### config.mk
export PLATFORM = sky130hd
export DESIGN_NAME = muldiv_ctrl
export DESIGN_NICKNAME = d
export VERILOG_FILES = /design/src/rtl/muldiv_pkg.sv /design/src/rtl/muldiv_ctrl_div_iter_core.sv /design/src/rtl/muldiv_ctrl.sv
export SDC_FILE = /design/constraint.sdc
export NUM_CORES = 2
export LEC_CHECK = 0
export BUFFER_PORTS_ARGS = -buffer_cell sky130_fd_sc_hd__buf_2
export CORE_ASPECT_RATIO = 0.5
export CORE_UTILIZATION = 43
export CTS_BUF_LIST = sky130_fd_sc_hd__clkbuf_4
export DETAILED_ROUTE_END_ITERATION = 6
export REMOVE_ABC_BUFFERS = 1
export SLEW_MARGIN = 20
export SYNTH_ARGS = -nofsm -noshare
export SYNTH_HDL_FRONTEND = slang
export SYNTH_SLANG_ARGS = --single-unit
### constraint.sdc
create_clock -name clk -period 10.2 [get_ports clk]
set_clock_uncertainty 0.1 [all_clocks]
set_input_delay 1.53 -clock clk [delete_from_list [all_inputs] [get_ports clk]]
set_output_delay 1.53 -clock clk [all_outputs]
set_load 0.05 [all_outputs]
### src/rtl/muldiv_pkg.sv
// Shared definitions for the EX-stage multiply/divide sequencer: op codes,
// FSM encoding, divider iteration constants and the divide-by-zero result.
package muldiv_pkg;

   localparam logic [2:0] MD_MULT  = 3'd0;
   localparam logic [2:0] MD_MULTU = 3'd1;
   localparam logic [2:0] MD_DIV   = 3'd2;
   localparam logic [2:0] MD_DIVU  = 3'd3;
   localparam logic [2:0] MD_MTHI  = 3'd4;
   localparam logic [2:0] MD_MTLO  = 3'd5;

   typedef enum logic [1:0] {
      ST_IDLE = 2'd0,
      ST_MUL  = 2'd1,
      ST_DIV  = 2'd2,
      ST_DONE = 2'd3
   } md_state_e;

   localparam int DIV_ITER  = 32;
   localparam int DIV_CNT_W = $clog2(DIV_ITER);

   localparam logic [31:0] DIV_ZERO_LO = 32'hFFFF_FFFF;

   // Two's-complement magnitude; -2^31 maps to 0x80000000 read as unsigned.
   function automatic logic [31:0] mag32(input logic [31:0] x, input logic is_signed);
      return (is_signed && x[31]) ? (~x + 32'd1) : x;
   endfunction

endpackage

### src/rtl/muldiv_ctrl_div_iter_core.sv
// Restoring radix-2 divider datapath: partial remainder, shifting quotient and
// divisor registers. Operates on unsigned magnitudes; sequencing lives outside.
module div_iter_core
   import muldiv_pkg::*;
#(
   parameter int WIDTH = 32
) (
   input  logic             clk,
   input  logic             rst,
   input  logic             load,
   input  logic             step,
   input  logic [WIDTH-1:0] dividend,
   input  logic [WIDTH-1:0] divisor,
   output logic [WIDTH-1:0] quotient,
   output logic [WIDTH-1:0] remainder
);

   logic [WIDTH-1:0] rem_q, rem_d;
   logic [WIDTH-1:0] quo_q, quo_d;
   logic [WIDTH-1:0] dvs_q, dvs_d;
   logic [WIDTH:0]   shifted;
   logic [WIDTH:0]   trial;

   always_comb begin
      rem_d   = rem_q;
      quo_d   = quo_q;
      dvs_d   = dvs_q;
      shifted = {rem_q, quo_q[WIDTH-1]};
      // Bit WIDTH of the trial difference is the borrow: set means restore.
      trial   = shifted - {1'b0, dvs_q};
      if (load) begin
         rem_d = '0;
         quo_d = dividend;
         dvs_d = divisor;
      end else if (step) begin
         if (!trial[WIDTH]) begin
            rem_d = trial[WIDTH-1:0];
            quo_d = {quo_q[WIDTH-2:0], 1'b1};
         end else begin
            rem_d = shifted[WIDTH-1:0];
            quo_d = {quo_q[WIDTH-2:0], 1'b0};
         end
      end
   end

   always_ff @(posedge clk or posedge rst) begin
      if (rst) begin
         rem_q <= '0;
         quo_q <= '0;
         dvs_q <= '0;
      end else begin
         rem_q <= rem_d;
         quo_q <= quo_d;
         dvs_q <= dvs_d;
      end
   end

   assign quotient  = quo_q;
   assign remainder = rem_q;

endmodule

### src/rtl/muldiv_ctrl.sv
// EX-stage MULT/MULTU/DIV/DIVU/MTHI/MTLO sequencer with stall request and HI/LO
// write outputs. Optional macro MULDIV_EARLY_OUT_EN skips the divide when |a| < |b|.
module muldiv_ctrl
   import muldiv_pkg::*;
#(
   parameter int WIDTH   = 32,
   parameter int MUL_LAT = 1
) (
   input  logic             clk,
   input  logic             rst,
   input  logic             flush,
   input  logic             stall_ex,
   input  logic             op_valid,
   input  logic [2:0]       op_code,
   input  logic [WIDTH-1:0] op_a,
   input  logic [WIDTH-1:0] op_b,
   output logic             stallreq_md,
   output logic             md_busy,
   output logic             hi_we,
   output logic             lo_we,
   output logic [WIDTH-1:0] hi_wdata,
   output logic [WIDTH-1:0] lo_wdata
);

   localparam logic [DIV_CNT_W-1:0] MUL_LAST = DIV_CNT_W'(MUL_LAT - 1);
   localparam logic [DIV_CNT_W-1:0] DIV_LAST = DIV_CNT_W'(DIV_ITER - 1);

   md_state_e              state_q, state_d;
   logic [DIV_CNT_W-1:0]   cnt_q, cnt_d;
   logic [WIDTH-1:0]       a_q, a_d, b_q, b_d;
   logic [WIDTH-1:0]       hi_q, hi_d, lo_q, lo_d;
   logic                   mul_sgn_q, mul_sgn_d;
   logic                   q_neg_q, q_neg_d, r_neg_q, r_neg_d;
   logic                   src_div_q, src_div_d;

   logic                   accept, div_sgn, div_load, div_step;
   logic [WIDTH-1:0]       mag_a, mag_b, quo_raw, rem_raw, quo_fix, rem_fix;
   logic [2*WIDTH-1:0]     ext_a, ext_b, prod;

   div_iter_core #(.WIDTH(WIDTH)) u_div (
      .clk       (clk),
      .rst       (rst),
      .load      (div_load),
      .step      (div_step),
      .dividend  (mag_a),
      .divisor   (mag_b),
      .quotient  (quo_raw),
      .remainder (rem_raw)
   );

   assign ext_a   = {{WIDTH{mul_sgn_q & a_q[WIDTH-1]}}, a_q};
   assign ext_b   = {{WIDTH{mul_sgn_q & b_q[WIDTH-1]}}, b_q};
   assign prod    = ext_a * ext_b;
   assign quo_fix = q_neg_q ? (~quo_raw + 1'b1) : quo_raw;
   assign rem_fix = r_neg_q ? (~rem_raw + 1'b1) : rem_raw;
   assign md_busy = (state_q != ST_IDLE);

   always_comb begin
      state_d     = state_q;
      cnt_d       = cnt_q;
      a_d         = a_q;
      b_d         = b_q;
      hi_d        = hi_q;
      lo_d        = lo_q;
      mul_sgn_d   = mul_sgn_q;
      q_neg_d     = q_neg_q;
      r_neg_d     = r_neg_q;
      src_div_d   = src_div_q;
      div_load    = 1'b0;
      div_step    = 1'b0;
      stallreq_md = 1'b0;
      hi_we       = 1'b0;
      lo_we       = 1'b0;
      hi_wdata    = '0;
      lo_wdata    = '0;
      div_sgn     = (op_code == MD_DIV);
      mag_a       = mag32(op_a, div_sgn);
      mag_b       = mag32(op_b, div_sgn);
      // Reset is folded in so MTHI/MTLO cannot leak a write while rst is high.
      accept      = op_valid & ~flush & ~rst;

      unique case (state_q)
         ST_IDLE: begin
            if (accept) begin
               case (op_code)
                  MD_MTHI: begin
                     hi_we    = 1'b1;
                     hi_wdata = op_a;
                  end
                  MD_MTLO: begin
                     lo_we    = 1'b1;
                     lo_wdata = op_a;
                  end
                  MD_MULT, MD_MULTU: begin
                     stallreq_md = 1'b1;
                     a_d         = op_a;
                     b_d         = op_b;
                     mul_sgn_d   = (op_code == MD_MULT);
                     cnt_d       = '0;
                     state_d     = ST_MUL;
                  end
                  MD_DIV, MD_DIVU: begin
                     stallreq_md = 1'b1;
                     a_d         = op_a;
                     b_d         = op_b;
                     q_neg_d     = div_sgn & (op_a[WIDTH-1] ^ op_b[WIDTH-1]);
                     r_neg_d     = div_sgn & op_a[WIDTH-1];
                     if (op_b == '0) begin
                        hi_d      = op_a;
                        lo_d      = DIV_ZERO_LO;
                        src_div_d = 1'b0;
                        state_d   = ST_DONE;
                     end
`ifdef MULDIV_EARLY_OUT_EN
                     else if (mag_a < mag_b) begin
                        // Quotient 0; remainder |a| re-signed as a is just a.
                        hi_d      = op_a;
                        lo_d      = '0;
                        src_div_d = 1'b0;
                        state_d   = ST_DONE;
                     end
`endif
                     else begin
                        div_load  = 1'b1;
                        cnt_d     = '0;
                        src_div_d = 1'b1;
                        state_d   = ST_DIV;
                     end
                  end
                  default: ;
               endcase
            end
         end
         ST_MUL: begin
            stallreq_md = 1'b1;
            if (cnt_q == MUL_LAST) begin
               hi_d      = prod[2*WIDTH-1:WIDTH];
               lo_d      = prod[WIDTH-1:0];
               src_div_d = 1'b0;
               state_d   = ST_DONE;
            end else begin
               cnt_d = cnt_q + DIV_CNT_W'(1);
            end
         end
         ST_DIV: begin
            stallreq_md = 1'b1;
            div_step    = 1'b1;
            if (cnt_q == DIV_LAST) state_d = ST_DONE;
            else                   cnt_d   = cnt_q + DIV_CNT_W'(1);
         end
         ST_DONE: begin
            hi_we    = 1'b1;
            lo_we    = 1'b1;
            hi_wdata = src_div_q ? rem_fix : hi_q;
            lo_wdata = src_div_q ? quo_fix : lo_q;
            if (!stall_ex) state_d = ST_IDLE;
         end
         default: state_d = ST_IDLE;
      endcase

      if (flush) begin
         state_d     = ST_IDLE;
         stallreq_md = 1'b0;
         hi_we       = 1'b0;
         lo_we       = 1'b0;
         div_load    = 1'b0;
         div_step    = 1'b0;
      end
   end

   always_ff @(posedge clk or posedge rst) begin
      if (rst) begin
         state_q   <= ST_IDLE;
         cnt_q     <= '0;
         a_q       <= '0;
         b_q       <= '0;
         hi_q      <= '0;
         lo_q      <= '0;
         mul_sgn_q <= 1'b0;
         q_neg_q   <= 1'b0;
         r_neg_q   <= 1'b0;
         src_div_q <= 1'b0;
      end else begin
         state_q   <= state_d;
         cnt_q     <= cnt_d;
         a_q       <= a_d;
         b_q       <= b_d;
         hi_q      <= hi_d;
         lo_q      <= lo_d;
         mul_sgn_q <= mul_sgn_d;
         q_neg_q   <= q_neg_d;
         r_neg_q   <= r_neg_d;
         src_div_q <= src_div_d;
      end
   end

endmodule

==> results.py <==
metrics = {
    "synth": {
        "syn-mean-instance-area_um2": 8.91,
        "netlist_area_um2": 53300,
        "yosysTopAreaCell": "fa_1",
        "syn_inst": 5986,
        "synthFlopType": "dfrtp_1",
        "synth_area_leaders": "fa_1, dfrtp_1, inv_1",
        "yosysTopAreaCellShare_pct": 42.3,
        "ys_warn_count": 0,
        "synth_cell_types": 70,
        "synth_seq_cells": 235,
        "ys_seq_area_share_pct": 11.0,
        "async_flop_share_pct": 100,
        "synth_edf_count": 0,
    },
    "route": {
        "m1WireLength_mm": 70.0,
        "wl_met2_mm": 75.5,
        "top_layer": "met5",
        "firstDrtPassIters": 6,
        "drc": 0,
        "vias": 41400,
        "dr_wl_met3_mm": 12.9,
        "vias_per_cell": 5.43,
        "antenna_left": 0,
        "drt_iter0_drc": 3754,
        "wire_per_inst_um": 21.4,
        "routed_wl_mm": 163,
    },
    "place": {
        "dp_hpwl_mm": 132,
        "place_area_um2": 55600,
        "gp_congestion": 0.934,
        "port_buffers": 139,
        "pre_cts_slack_ns": 1.19,
    },
    "global_routing": {
        "grt_overflow_total": 0,
        "grt_pass1_wl_mm": 257,
        "grt_max_degree": 142,
        "grt_pass1_vias": 43600,
        "antenna_found_initial": 6,
        "track_usage_pct": 26.7,
    },
    "clock_tree": {
        "clkLatencyLatePin_ns": 0.85,
        "cts-root-buf": "clkbuf_4",
        "ctsHoldBuffers": 0,
        "cts.sinks": 235,
        "cts_tree": "done",
        "clkSlewWorstSetupHoldPaths_ns": 0.07,
        "cts_resized": 0,
        "cts.path.max_buffers": 3,
        "cts_made_buffers": 66,
        "htree_levels": 3,
        "post-cts-setup-buffers": 0,
    },
    "critical_path": {
        "crit_fanout": 20,
        "slowest_delay_ns": 1.01,
        "cp_cell_sequence": "nand2_1 > fa_1 > inv_1 > fa_1 > fa_1 > inv_1 > fa_1 > fa_1 > fa_1 > fa_1 > inv_1 > fa_1 > ha_1 > a21o_1 > nor4_1 > a21oi_1 > buf_4 > a211oi_1 > o21ai_1 > nand4_1 > o211ai_1 > a311oi_1 > xor2_1 > o21ai_1",
        "path_class": "reg -> reg",
        "worst_path_most_repeated_cell": "fa_1",
        "slowest_stage": "dfrtp_1",
        "cp-end-kind": "register",
        "worstRegToRegCells": 24,
        "arrival_ns": 9.76,
        "worstSetupStartpointType": "register",
        "cp.required_ns": 10.79,
    },
    "worst_hold_path": {
        "min_path_type": "reg -> reg",
        "whs_path_depth": 2,
    },
    "cells_and_area": {
        "final_nets": 7379,
        "syn2layout_area_growth_pct": 5.78,
        "final_core_util_pct": 46.3,
        "design_area_um2": 56400,
        "drive_gt1_share_pct": 7.70,
    },
    "job": {
        "drv_cap": 0,
    },
    "timing": {
        "max_freq_ghz": 0.109,
        "hold_viol": 0,
        "slew_headroom_pct": 23.9,
        "drv_slew": 0,
        "worst_pin_slew_ns": 1.14,
        "min_period_over_period_pct": 90.0,
        "post-route-min-period_ns": 9.18,
        "setup_tns_ns": 0,
        "finalSetupViolCount": 0,
        "layout_setup_ws_ns": 1.02,
        "rsz0062_at_grt": "false",
    },
    "floorplan": {
        "dieArea_um2": 126000,
        "die_h_um": 251,
        "io_pins": 140,
        "rows": 90,
        "core-area_um2": 122000,
        "die_x_um": 500,
        "start_util_pct": 43.8,
    },
    "outcome": {
        "outcome": "finished clean",
    },
}
[routing by layer]
metal | GRT usage, % | vias up
met5 | 0 | -
met1 | 37.4 | 21400
met4 | 7.82 | 4
li1 | - | 18100
met3 | 4.52 | 251
met2 | 42.7 | 1668
[final timing paths]
kind | from | slack (ns) | end
worst max-delay path | a_q[13] | 1.02 | hi_q[10]
worst min register to register | hi_q[4] | 0.39 | hi_q[4]
min in group asynchronous | rst | 0.74 | state_q[1]
max in group asynchronous | rst | 7.91 | u_div.remainder[18]
worst max register to register | a_q[13] | 1.02 | hi_q[10]
worst min-delay path | hi_q[4] | 0.39 | hi_q[4]
[sequential cells by signal (all words and copies together) (netlist names), 5 cells and up]
| register | count |
|---|---|
| cnt_q | 5 |
| b_q | 32 |
| hi_q | 32 |
| a_q | 32 |
| u_div.remainder | 32 |
| u_div.dvs_q | 32 |
| u_div.quotient | 32 |
| lo_q | 32 |
[cells in the final DEF, fill, tap and decap left out, types with 56 or more instances in the layout]
cell type | netlist | routed
o21ai_1 | 56 | 56
nand2_1 | 878 | 878
xnor2_1 | 112 | 112
clkbuf_4 | 0 | 95
buf_4 | 5 | 97
dfrtp_1 | 235 | 223
xor2_1 | 111 | 110
ha_1 | 255 | 252
inv_1 | 1191 | 1190
and2_1 | 351 | 352
o21ai_0 | 138 | 138
mux2_2 | 68 | 68
mux2i_1 | 73 | 73
fa_1 | 1126 | 1126
a22oi_1 | 60 | 60
nor2_1 | 299 | 297
buf_2 | 13 | 139
a21oi_1 | 207 | 207
[Yosys cell counts, types with 19 or more instances]
cell type and number:
a21o_1 41, dfrtp_1 235, nand3_1 28, nor3_1 23, nand2_1 878, mux2i_1 73
nand4_1 22, o21ai_0 138, o31ai_1 29, a211oi_1 38, a21oi_1 207, inv_1 1191
mux2_2 68, and2_1 351, a31oi_1 46, a22oi_1 60, o21ai_1 56, xor2_1 111
xnor2_1 112, clkbuf_1 341, nand2b_1 19, and3_1 24, ha_1 255, fa_1 1126
nor2_1 299
[layout make-up]
class,count,area (µm²)
clock buffers,95,713
flip-flops and latches,235,5900
fillers,11800,65300
clock inverters,20,119
diodes,7,17.5
inverters,1191,4480
well taps,1656,2070
multi-input cells,4193,41600
repair buffers,239,1480
[through the flow]
step                hold slack, ns  cells
floorplan                    0.345   5619
global placement             0.368   7514
detailed placement           0.371   7514
CTS                          0.386   7629
global route                 0.402   7634
finish                       0.388   7636
[critical path: cells and delay by family (launching register included)]
family,cells,cell delay [ns]
adders and majority gates,9,4.34
AOI/OAI and AO/OA,7,1.78
DFF,1,1.01
xor gates and xnor gates,1,0.73
and+or+nand+nor,3,0.63
buffers and inverters,4,0.40
[logic make-up (layout without fill, tap and decap cells)]
kind of cell	count (synthesis)	count (layout)	share of synthesized area [%]
xor gates and xnor gates	223	223	3.66
and+or+nand+nor	1735	1735	15.0
AOI/OAI and AO/OA	713	713	8.25
DFF	235	235	11.0
adders and majority gates	1381	1381	48.3
muxes	141	141	2.81
other	0	7	0
buffers and inverters	1558	1545	11.0
Power is left out: the tool's default activity adds up to more than one toggle a clock period on the data nets, which glitch-free logic cannot reach.
